`src/rtl/adder_pkg.sv`:
```
// adder_pkg: shared constants and stage-count helper for the pipelined adder
package adder_pkg;
  localparam int DEF_WIDTH = 64;
  localparam int DEF_SLICE_W = 16;
  localparam logic OP_ADD = 1'b0;
  localparam logic OP_SUB = 1'b1;
  function automatic int nstage(input int width, input int slice_w);
    return width / slice_w;
  endfunction
endpackage

```
`src/rtl/adder_slice.sv`:
```
// adder_slice: combinational SLICE_W-bit add/subtract slice with carry chain
// Ports: a_s/b_s operand slices, cin carry in, sub (OP_SUB inverts b_s),
//        s slice sum, cout carry out; cmsb (carry into the slice MSB) only
//        exists when PIPELINED_ADDER_OVF_EN is defined.
module adder_slice
  import adder_pkg::*;
#(
  parameter int SLICE_W = DEF_SLICE_W
) (
  input  logic [SLICE_W-1:0] a_s,
  input  logic [SLICE_W-1:0] b_s,
  input  logic               cin,
  input  logic               sub,
  output logic [SLICE_W-1:0] s,
  output logic               cout
`ifdef PIPELINED_ADDER_OVF_EN
  ,
  output logic               cmsb
`endif
);
  logic [SLICE_W-1:0] bx;
  always_comb begin
    bx = (sub == OP_ADD) ? b_s : ~b_s;
    {cout, s} = {1'b0, a_s} + {1'b0, bx} + (SLICE_W + 1)'(cin);
  end
`ifdef PIPELINED_ADDER_OVF_EN
  // a ^ b ^ sum at a bit position recovers the carry that entered it
  assign cmsb = a_s[SLICE_W-1] ^ bx[SLICE_W-1] ^ s[SLICE_W-1];
`endif
endmodule

```
`src/rtl/pipelined_adder.sv`:
```
// pipelined_adder: WIDTH-bit add/subtract split into WIDTH/SLICE_W carry-chained register stages
// Ports: clk, rst_n (async active-low); in_valid/in_ready + a, b, sub, carry_in on the input side;
//        out_valid/out_ready + sum, carry_out on the output side.
// Optional: define PIPELINED_ADDER_OVF_EN to add the ovf output (signed overflow, pipelined with sum).
module pipelined_adder
  import adder_pkg::*;
#(
  parameter int WIDTH   = DEF_WIDTH,
  parameter int SLICE_W = DEF_SLICE_W
) (
  input  logic             clk,
  input  logic             rst_n,
  input  logic             in_valid,
  output logic             in_ready,
  input  logic [WIDTH-1:0] a,
  input  logic [WIDTH-1:0] b,
  input  logic             sub,
  input  logic             carry_in,
  output logic             out_valid,
  input  logic             out_ready,
  output logic [WIDTH-1:0] sum,
  output logic             carry_out
`ifdef PIPELINED_ADDER_OVF_EN
  ,
  output logic             ovf
`endif
);
  localparam int NSTAGE = nstage(WIDTH, SLICE_W);
  if (WIDTH % SLICE_W != 0) begin : g_bad_width
    $fatal(1, "pipelined_adder: WIDTH must be a multiple of SLICE_W");
  end
  logic adv;
  logic v_q[NSTAGE], c_q[NSTAGE], sub_q[NSTAGE];
  logic [WIDTH-1:0] a_q[NSTAGE], b_q[NSTAGE], s_q[NSTAGE];
  logic v_src[NSTAGE], c_src[NSTAGE], sub_src[NSTAGE], co[NSTAGE];
  logic [WIDTH-1:0] a_src[NSTAGE], b_src[NSTAGE], s_src[NSTAGE];
  logic [SLICE_W-1:0] ls[NSTAGE];
  assign adv = !out_valid || out_ready;
  assign in_ready = adv;
  assign out_valid = v_q[NSTAGE-1];
  assign sum = s_q[NSTAGE-1];
  assign carry_out = c_q[NSTAGE-1];
  // stage k consumes the registers of stage k-1; stage 0 consumes the ports
  always_comb begin
    v_src[0] = in_valid;
    c_src[0] = carry_in;
    sub_src[0] = sub;
    a_src[0] = a;
    b_src[0] = b;
    s_src[0] = '0;
    for (int k = 1; k < NSTAGE; k++) begin
      v_src[k] = v_q[k-1];
      c_src[k] = c_q[k-1];
      sub_src[k] = sub_q[k-1];
      a_src[k] = a_q[k-1];
      b_src[k] = b_q[k-1];
      s_src[k] = s_q[k-1];
    end
  end
`ifdef PIPELINED_ADDER_OVF_EN
  logic cm[NSTAGE];
  logic ovf_q;
`endif
  for (genvar k = 0; k < NSTAGE; k++) begin : g_slice
    adder_slice #(.SLICE_W(SLICE_W)) u_slice (
      .a_s (a_src[k][k*SLICE_W +: SLICE_W]),
      .b_s (b_src[k][k*SLICE_W +: SLICE_W]),
      .cin (c_src[k]),
      .sub (sub_src[k]),
      .s   (ls[k]),
      .cout(co[k])
`ifdef PIPELINED_ADDER_OVF_EN
      ,
      .cmsb(cm[k])
`endif
    );
  end
  // upper sum slices are still zero when stage k runs, so OR-ing inserts slice k
  always_ff @(posedge clk or negedge rst_n) begin
    if (!rst_n) begin
      for (int k = 0; k < NSTAGE; k++) begin
        v_q[k] <= 1'b0;
        c_q[k] <= 1'b0;
        sub_q[k] <= 1'b0;
        a_q[k] <= '0;
        b_q[k] <= '0;
        s_q[k] <= '0;
      end
    end else if (adv) begin
      for (int k = 0; k < NSTAGE; k++) begin
        v_q[k] <= v_src[k];
        c_q[k] <= co[k];
        sub_q[k] <= sub_src[k];
        a_q[k] <= a_src[k];
        b_q[k] <= b_src[k];
        s_q[k] <= s_src[k] | (WIDTH'(ls[k]) << (k * SLICE_W));
      end
    end
  end
`ifdef PIPELINED_ADDER_OVF_EN
  always_ff @(posedge clk or negedge rst_n) begin
    if (!rst_n) ovf_q <= 1'b0;
    else if (adv) ovf_q <= cm[NSTAGE-1] ^ co[NSTAGE-1];
  end
  assign ovf = ovf_q;
`endif
endmodule

```
`config.mk`:
```
export PLATFORM = sky130hd
export DESIGN_NAME = pipelined_adder
export DESIGN_NICKNAME = d
export VERILOG_FILES = /design/src/rtl/adder_pkg.sv /design/src/rtl/adder_slice.sv /design/src/rtl/pipelined_adder.sv
export SDC_FILE = /design/constraint.sdc
export NUM_CORES = 1
export LEC_CHECK = 0
export ABC_AREA = 1
export CAP_MARGIN = 20
export CORE_ASPECT_RATIO = 0.7
export CORE_UTILIZATION = 40
export DETAILED_ROUTE_END_ITERATION = 12
export GPL_ROUTABILITY_DRIVEN = 0
export GPL_TIMING_DRIVEN = 0
export REMOVE_ABC_BUFFERS = 1
export SLEW_MARGIN = 0
export SYNTH_ARGS = -nofsm -noshare
export SYNTH_HDL_FRONTEND = slang
export SYNTH_SLANG_ARGS = --single-unit
```
`constraint.sdc`:
```
create_clock -name clk -period 3.3 [get_ports clk]
set_clock_uncertainty 0.05 [all_clocks]
set_input_delay 0.33 -clock clk [delete_from_list [all_inputs] [get_ports clk]]
set_output_delay 0.33 -clock clk [all_outputs]
set_load 0.005 [all_outputs]
```
Word-level counts from Yosys, hierarchy flattened
Index checks and enable logic that the tools add are counted.
{"block": "op_classes", "addsub": 8, "n_mul": 0, "div_mod_pow": 0, "order_cmp": 0, "n_eq_ne": 0, "n_shift": 0, "n_mux": 4, "n_bitwise": 7, "reduce_logical": 2}
{"op": "adder 16 x 16 -> 17 bit", "count": 4}
{"op": "adder 17 x 1 -> 17 bit", "count": 4}
{"op": "2-to-1 mux 16 bit", "count": 4}
{"op": "NOT 16 bit", "count": 4}
{"op": "OR 64 x 48 -> 64 bit", "count": 1}
{"op": "OR 64 bit", "count": 1}
{"op": "OR 16 x 32 -> 32 bit", "count": 1}
{"op": "zero test 1 bit", "count": 1}
{"op": "logical OR 1 bit", "count": 1}
{"block": "word_totals", "regBits": 603, "latch_bits": 0, "mem_bits_rw": 0, "romBits": 0, "inputBits": 134, "out_inout_bits": 67, "word_cells": 42, "memories": 0}

Longest topological paths before layout
{"block": "logic_depth", "depth_word": 5, "mapped_depth": 15, "mapped_depth_nobuf": 14}

Modules after synthesis
From an unflattened synthesis, not the netlist that was laid out.
{"block": "unflattened", "cells_unflattened": 2479, "area_unflattened_um2": 19409.9}
{"mod": "pipelined_adder", "n_inst": 1, "cells_per_inst": 1637, "area_per_inst_um2": 14861.8, "seq_area_each_um2": 9083.7}
{"mod": "adder_slice at g_slice[2].u_slice ...", "n_inst": 2, "cells_per_inst": 211, "area_per_inst_um2": 1122.3, "seq_area_each_um2": 0.0}
{"mod": "adder_slice at g_slice[0].u_slice", "n_inst": 1, "cells_per_inst": 211, "area_per_inst_um2": 1159.9, "seq_area_each_um2": 0.0}
{"mod": "adder_slice at g_slice[1].u_slice", "n_inst": 1, "cells_per_inst": 209, "area_per_inst_um2": 1143.6, "seq_area_each_um2": 0.0}

Least setup slack after synthesis
OpenSTA, ideal clock, no wires.
{"block": "synth_timing", "path_kind": "register to register", "start": "reg sub_q[3] in the netlist's numbering", "end": "reg s_q[156] in the netlist's numbering", "setup_ps": 117, "t_arrival_ps": 2247, "required_time_ps": 3133, "slack_ps": 885, "path_stages_with_launch": 14, "n_path_buf": 2, "period_less_slack_ps": 2415, "cell_sequence": "dfrtp_1 -> buf_2 -> buf_4 -> xnor2_1 -> fa_1 -> fa_1 -> inv_1 -> nand3_1 -> nand3_1 -> nand3_1 -> nand3_1 -> nand2_1 -> nand3_1 -> nand2_1"}
{"block": "synth_via", "elab_chain_len": 4}
{"element": "start: declaration", "line": "pipelined_adder.sv:33", "text": "logic v_q[NSTAGE], c_q[NSTAGE], sub_q[NSTAGE];"}
{"element": "start signal: indexed assignment", "line": "pipelined_adder.sv:93", "text": "sub_q[k] <= sub_src[k];"}
{"element": "2-to-1 mux 16 bit", "line": "adder_slice.sv:23", "text": "bx = (sub == OP_ADD) ? b_s : ~b_s;"}
{"element": "adder 16 x 16 -> 17 bit", "line": "adder_slice.sv:24", "text": "{cout, s} = {1'b0, a_s} + {1'b0, bx} + (SLICE_W + 1)'(cin);"}
{"element": "adder 17 x 1 -> 17 bit", "line": "adder_slice.sv:24"}
{"element": "OR 16 x 32 -> 32 bit", "line": "pipelined_adder.sv:96", "text": "s_q[k] <= s_src[k] | (WIDTH'(ls[k]) << (k * SLICE_W));"}
{"element": "end signal: indexed assignment", "line": "pipelined_adder.sv:96"}
{"element": "end: declaration", "line": "pipelined_adder.sv:34", "text": "logic [WIDTH-1:0] a_q[NSTAGE], b_q[NSTAGE], s_q[NSTAGE];"}
Every way passes these cells.
A chain may end at the register's enable or synchronous reset.

Final worst setup path
{"block": "layout_timing", "start": "reg v_q (netlist bit out_valid)", "end": "out in_ready"}
{"block": "layout_via", "elab_chain_len": 2}
{"element": "start: declaration", "line": "pipelined_adder.sv:33"}
{"element": "start signal: indexed assignment", "line": "pipelined_adder.sv:91", "text": "v_q[k] <= v_src[k];"}
{"element": "zero test 1 bit", "line": "pipelined_adder.sv:38", "text": "assign adv = !out_valid || out_ready;"}
{"element": "logical OR 1 bit", "line": "pipelined_adder.sv:38"}
{"element": "end: declaration", "line": "pipelined_adder.sv:14", "text": "output logic in_ready,"}
Every way passes these cells.

==> metrics.md <==
| Metric | Value |
|---|---|
| Total gr overflow | `0` |
| I/O pin cnt | `201` |
| Syn_area_per_cell | `7.87 um2` |
| CTS Root Cell | `clkbuf_16` |
| Crit path max fanout | `71` |
| Setup TNS | `0 ps` |
| Max stage delay cell, worst path | `clkdlybuf4s50_1` |
| Critical Path Source Type | `flip-flop` |
| Vias | `roughly 14000` |
| # DRC | `0` |
| Status | `completed` |
| Synthesized cell area | `roughly 19000 um2` |
| 1st-pass router iterations | `5` |
| Area share of the largest cell type after synthesis | `0.488` |
| Peak VDD IR | `approximately 0.00042 V` |
| Simple logic cell fraction of the synthesized area | `0.278` |
| Area growth syn-to-layout | `18.6%` |
| Input/output buffers | `200` |
| Initial DRC count | `between 900 and 1000` |
| CP cell instances | `inv_1 > nor2_4 > buf_12 > buf_12 > inv_8 > buf_16 > clkdlybuf4s50_1` |
| Mapped Cells | `2364` |
| Largest net degree at the start of global routing | `169` |
| CTS tree | `yes` |
| WP buf/inv | `6` |
| Max-slew violations | `0` |
| Worst-Skew Late Latency | `530 ps` |
| Post-route ant nets | `0` |
| Req. time, crit path | `2920 ps` |
| Lkg Pwr | `11.6 nW` |
| Initial Util | `0.409` |
| Synth cell types | `32` |
| Final hold violations | `0` |
| Combinational family with the most area after synthesis | `simple AND/OR/NAND/NOR gates` |
| XOR/XNOR Fraction of Synth Area | `0.0381` |
| Clock buffer depth | `3` |
| Layout cells sized above 1 | `0.0508` |
| Count of state elements after synthesis | `between 300 and 400` |
| Clock Sinks | `approximately 360` |
| Clk slew on worst S/H paths | `60 ps` |
| Nets@finish | `about 2700` |
| CTS H-tree lvls | `2` |
| DP Wirelength | `27300 um` |
| Crit path max-delay family | `buffers and inverters` |
| Die Area | `47400 um2` |
| Compound-Gate Fraction of Synth Area | `0.0442` |
| CORE AREA | `between 40000 and 50000 um2` |
| Vias in the first global route | `14247` |
| DR vias/cell | `4.60` |
| Mux contribution to synthesized area | `0` |
| Hold Crit Class | `input pin to flip-flop` |
| Worst slew margin relative to its limit | `0.345` |
| Critical path's largest stage delay | `560 ps` |
| CP Class | `flip-flop to output port` |
| Final Core Density | `0.485` |
| CP Capture Type | `output port` |
| DIE HEIGHT | `182 um` |
| Total CTS buffers | `38` |
| Hold Path Stages | `3` |
| Pwr/cell area | `1040 nW/um2` |
| Register area share after synthesis | `0.488` |
| Initial antenna violation count | `4` |
| Adder-cell area share of the yosys netlist | `0.0490` |
| Number of setup violations in the final report | `0` |
| R2r worst-path depth | `11` |
| Arr. time, crit path | `2660 ps` |
| Final critical-path required period | `3040 ps` |
| Die width | `around 260 um` |
| Global-route total usage across every layer | `0.176` |
| Period utilization | `0.921` |
| RSZ-0062 raised after global routing | `no` |
| Slew @ Worst Pin | `979 ps` |
| Routed WL per cell | `13.1 um` |
| Highest clock rate | `329 MHz` |
| Synth warn | `0` |
| Area leader, netlist | `dfrtp_1` |
| First-pass GRT wire length | `69100 um` |
| CP most frequent cell | `buf_12` |
| Top post-synthesis cells by area | `dfrtp_1 49%, nand2_1 22%, inv_1 4.6%` |
| DRT Wirelength | `40600 um` |
| Max Cap Violations | `0` |
| Cell Rows | `65` |
| Worst path depth | `7` |
[per-layer routing]
layer	vias to the layer above	share of wire	track usage
met1	6645	0.49	0.245
li1	7374	-	-
met3	63	0.046	0.0360
met4	2	0.020	0.0421
met5	-	0.00032	0
met2	219	0.44	0.279
[final cells by class]
cell class / count / area [um2]
diodes: 3 / 7.51
clock buffers: 51 / 1070
clock inverters: 17 / 220
fillers: 4412 / 23400
inverters: 234 / 886
multi-input cells: 1616 / 7630
flip-flops and latches: 363 / 9080
well taps: 603 / 754
repair buffers: 221 / 2400
[what timing repair did]
| action | in CTS | in global routing |
|---|---|---|
| endpoints found under the hold margin | 64 | 0 |
| setup endpoints to repair | 1 | 3 |
| gates resized for setup | 0 | 1 |
| gates cloned | 2 | 0 |
| pin swaps | 1 | 1 |
| hold buffers | 1 | 0 |
| buffers inserted | 0 | 5 |
[flip-flops by register name, summed over array words and instances (netlist names)]
| register | count |
|---|---|
| out_valid | 1 |
| a_q | 96 |
| sub_q | 3 |
| sum | 64 |
| v_q | 3 |
| c_q | 3 |
| carry_out | 1 |
| b_q | 96 |
| s_q | 96 |
[Yosys cell counts]
cell and count:
or2_2 5, nand2_4 1, inv_1 230, a21oi_1 32
nand3_2 6, fa_1 8, clkbuf_1 31, and2_1 1
nor3_1 10, nand4_1 6, or2_1 1, o21ai_0 110
buf_6 9, a31oi_1 1, nand2_2 21, buf_4 95
nand2_1 1110, dfrtp_1 363, nand3_1 77, o21ai_2 3
nor2_2 1, xor2_1 59, inv_2 4, nor3_2 2
xnor2_1 22, o21ai_1 16, buf_8 1, buf_2 14
nor2_1 55, buf_1 2, ha_1 60, nand3b_1 8
[cell usage in the layout, fill, tap and decap left out, types with 6 or more instances in the layout]
cell | Yosys | routed
xnor2_1 | 22 | 22
nand3_2 | 6 | 6
xor2_1 | 59 | 59
o21ai_1 | 16 | 16
fa_1 | 8 | 8
clkbuf_16 | 0 | 39
clkdlybuf4s50_1 | 0 | 199
dfrtp_1 | 363 | 362
clkbuf_1 | 31 | 7
a21oi_1 | 32 | 32
buf_12 | 0 | 9
nand3b_1 | 8 | 8
nand2_1 | 1110 | 1110
inv_1 | 230 | 230
ha_1 | 60 | 60
nor2_1 | 55 | 55
nand2_2 | 21 | 21
o21ai_0 | 110 | 110
clkinv_2 | 0 | 9
nand4_1 | 6 | 6
nand3_1 | 77 | 77
nor3_1 | 10 | 10
[logic make-up (layout without fill, tap and decap cells)]
kind of cell,count (synthesis),in the layout
buffers and inverters,386,523
AOI/OAI and AO/OA,162,162
and+or+nand+nor,1304,1305
adders and majority gates,68,68
DFF,363,363
other,0,3
xor gates and xnor gates,81,81
[worst min-delay path, cell delays in order]
cell             delay [ps]
clkdlybuf4s50_1         390
nand2_1                  60
nand2_1                  40
[metrics by stage]
step	std cells	cell area [um2]	power (mW)	hold slack, ps	worst slack [ps]
floorplan	2212	17600	15.4	-15.6	-11720
global placement	3015	20300	16.2	396	-25870
detailed placement	3029	20700	18.6	281	-209
CTS	3100	22000	23.3	246	59.9
global route	3105	22100	25.3	252	22.1
finish	3108	22100	23.0	282	262
[path summary, 6_finish.rpt]
path / startpoint / end / slack, ps
max: out_valid / in_ready / 260
min: a[46] / a_q[238] / 280
max reg2reg: sub_q[1] / sum[60] / 270
min reg2reg: b_q[232] / b_q[168] / 420
max in group asynchronous: rst_n / s_q[89] / 1530
min in group asynchronous: rst_n / v_q[2] / 290
[where the power goes]
part / leakage, nW / switching (mW) / total (mW) / internal, mW
Combinational: 6.61 / 6.51 / 11.0 / 4.49
Sequential: 4.38 / 1.14 / 7.58 / 6.44
Clock: 0.639 / 1.79 / 4.47 / 2.68
No activity file was read; power rests on OpenSTA's default activity.
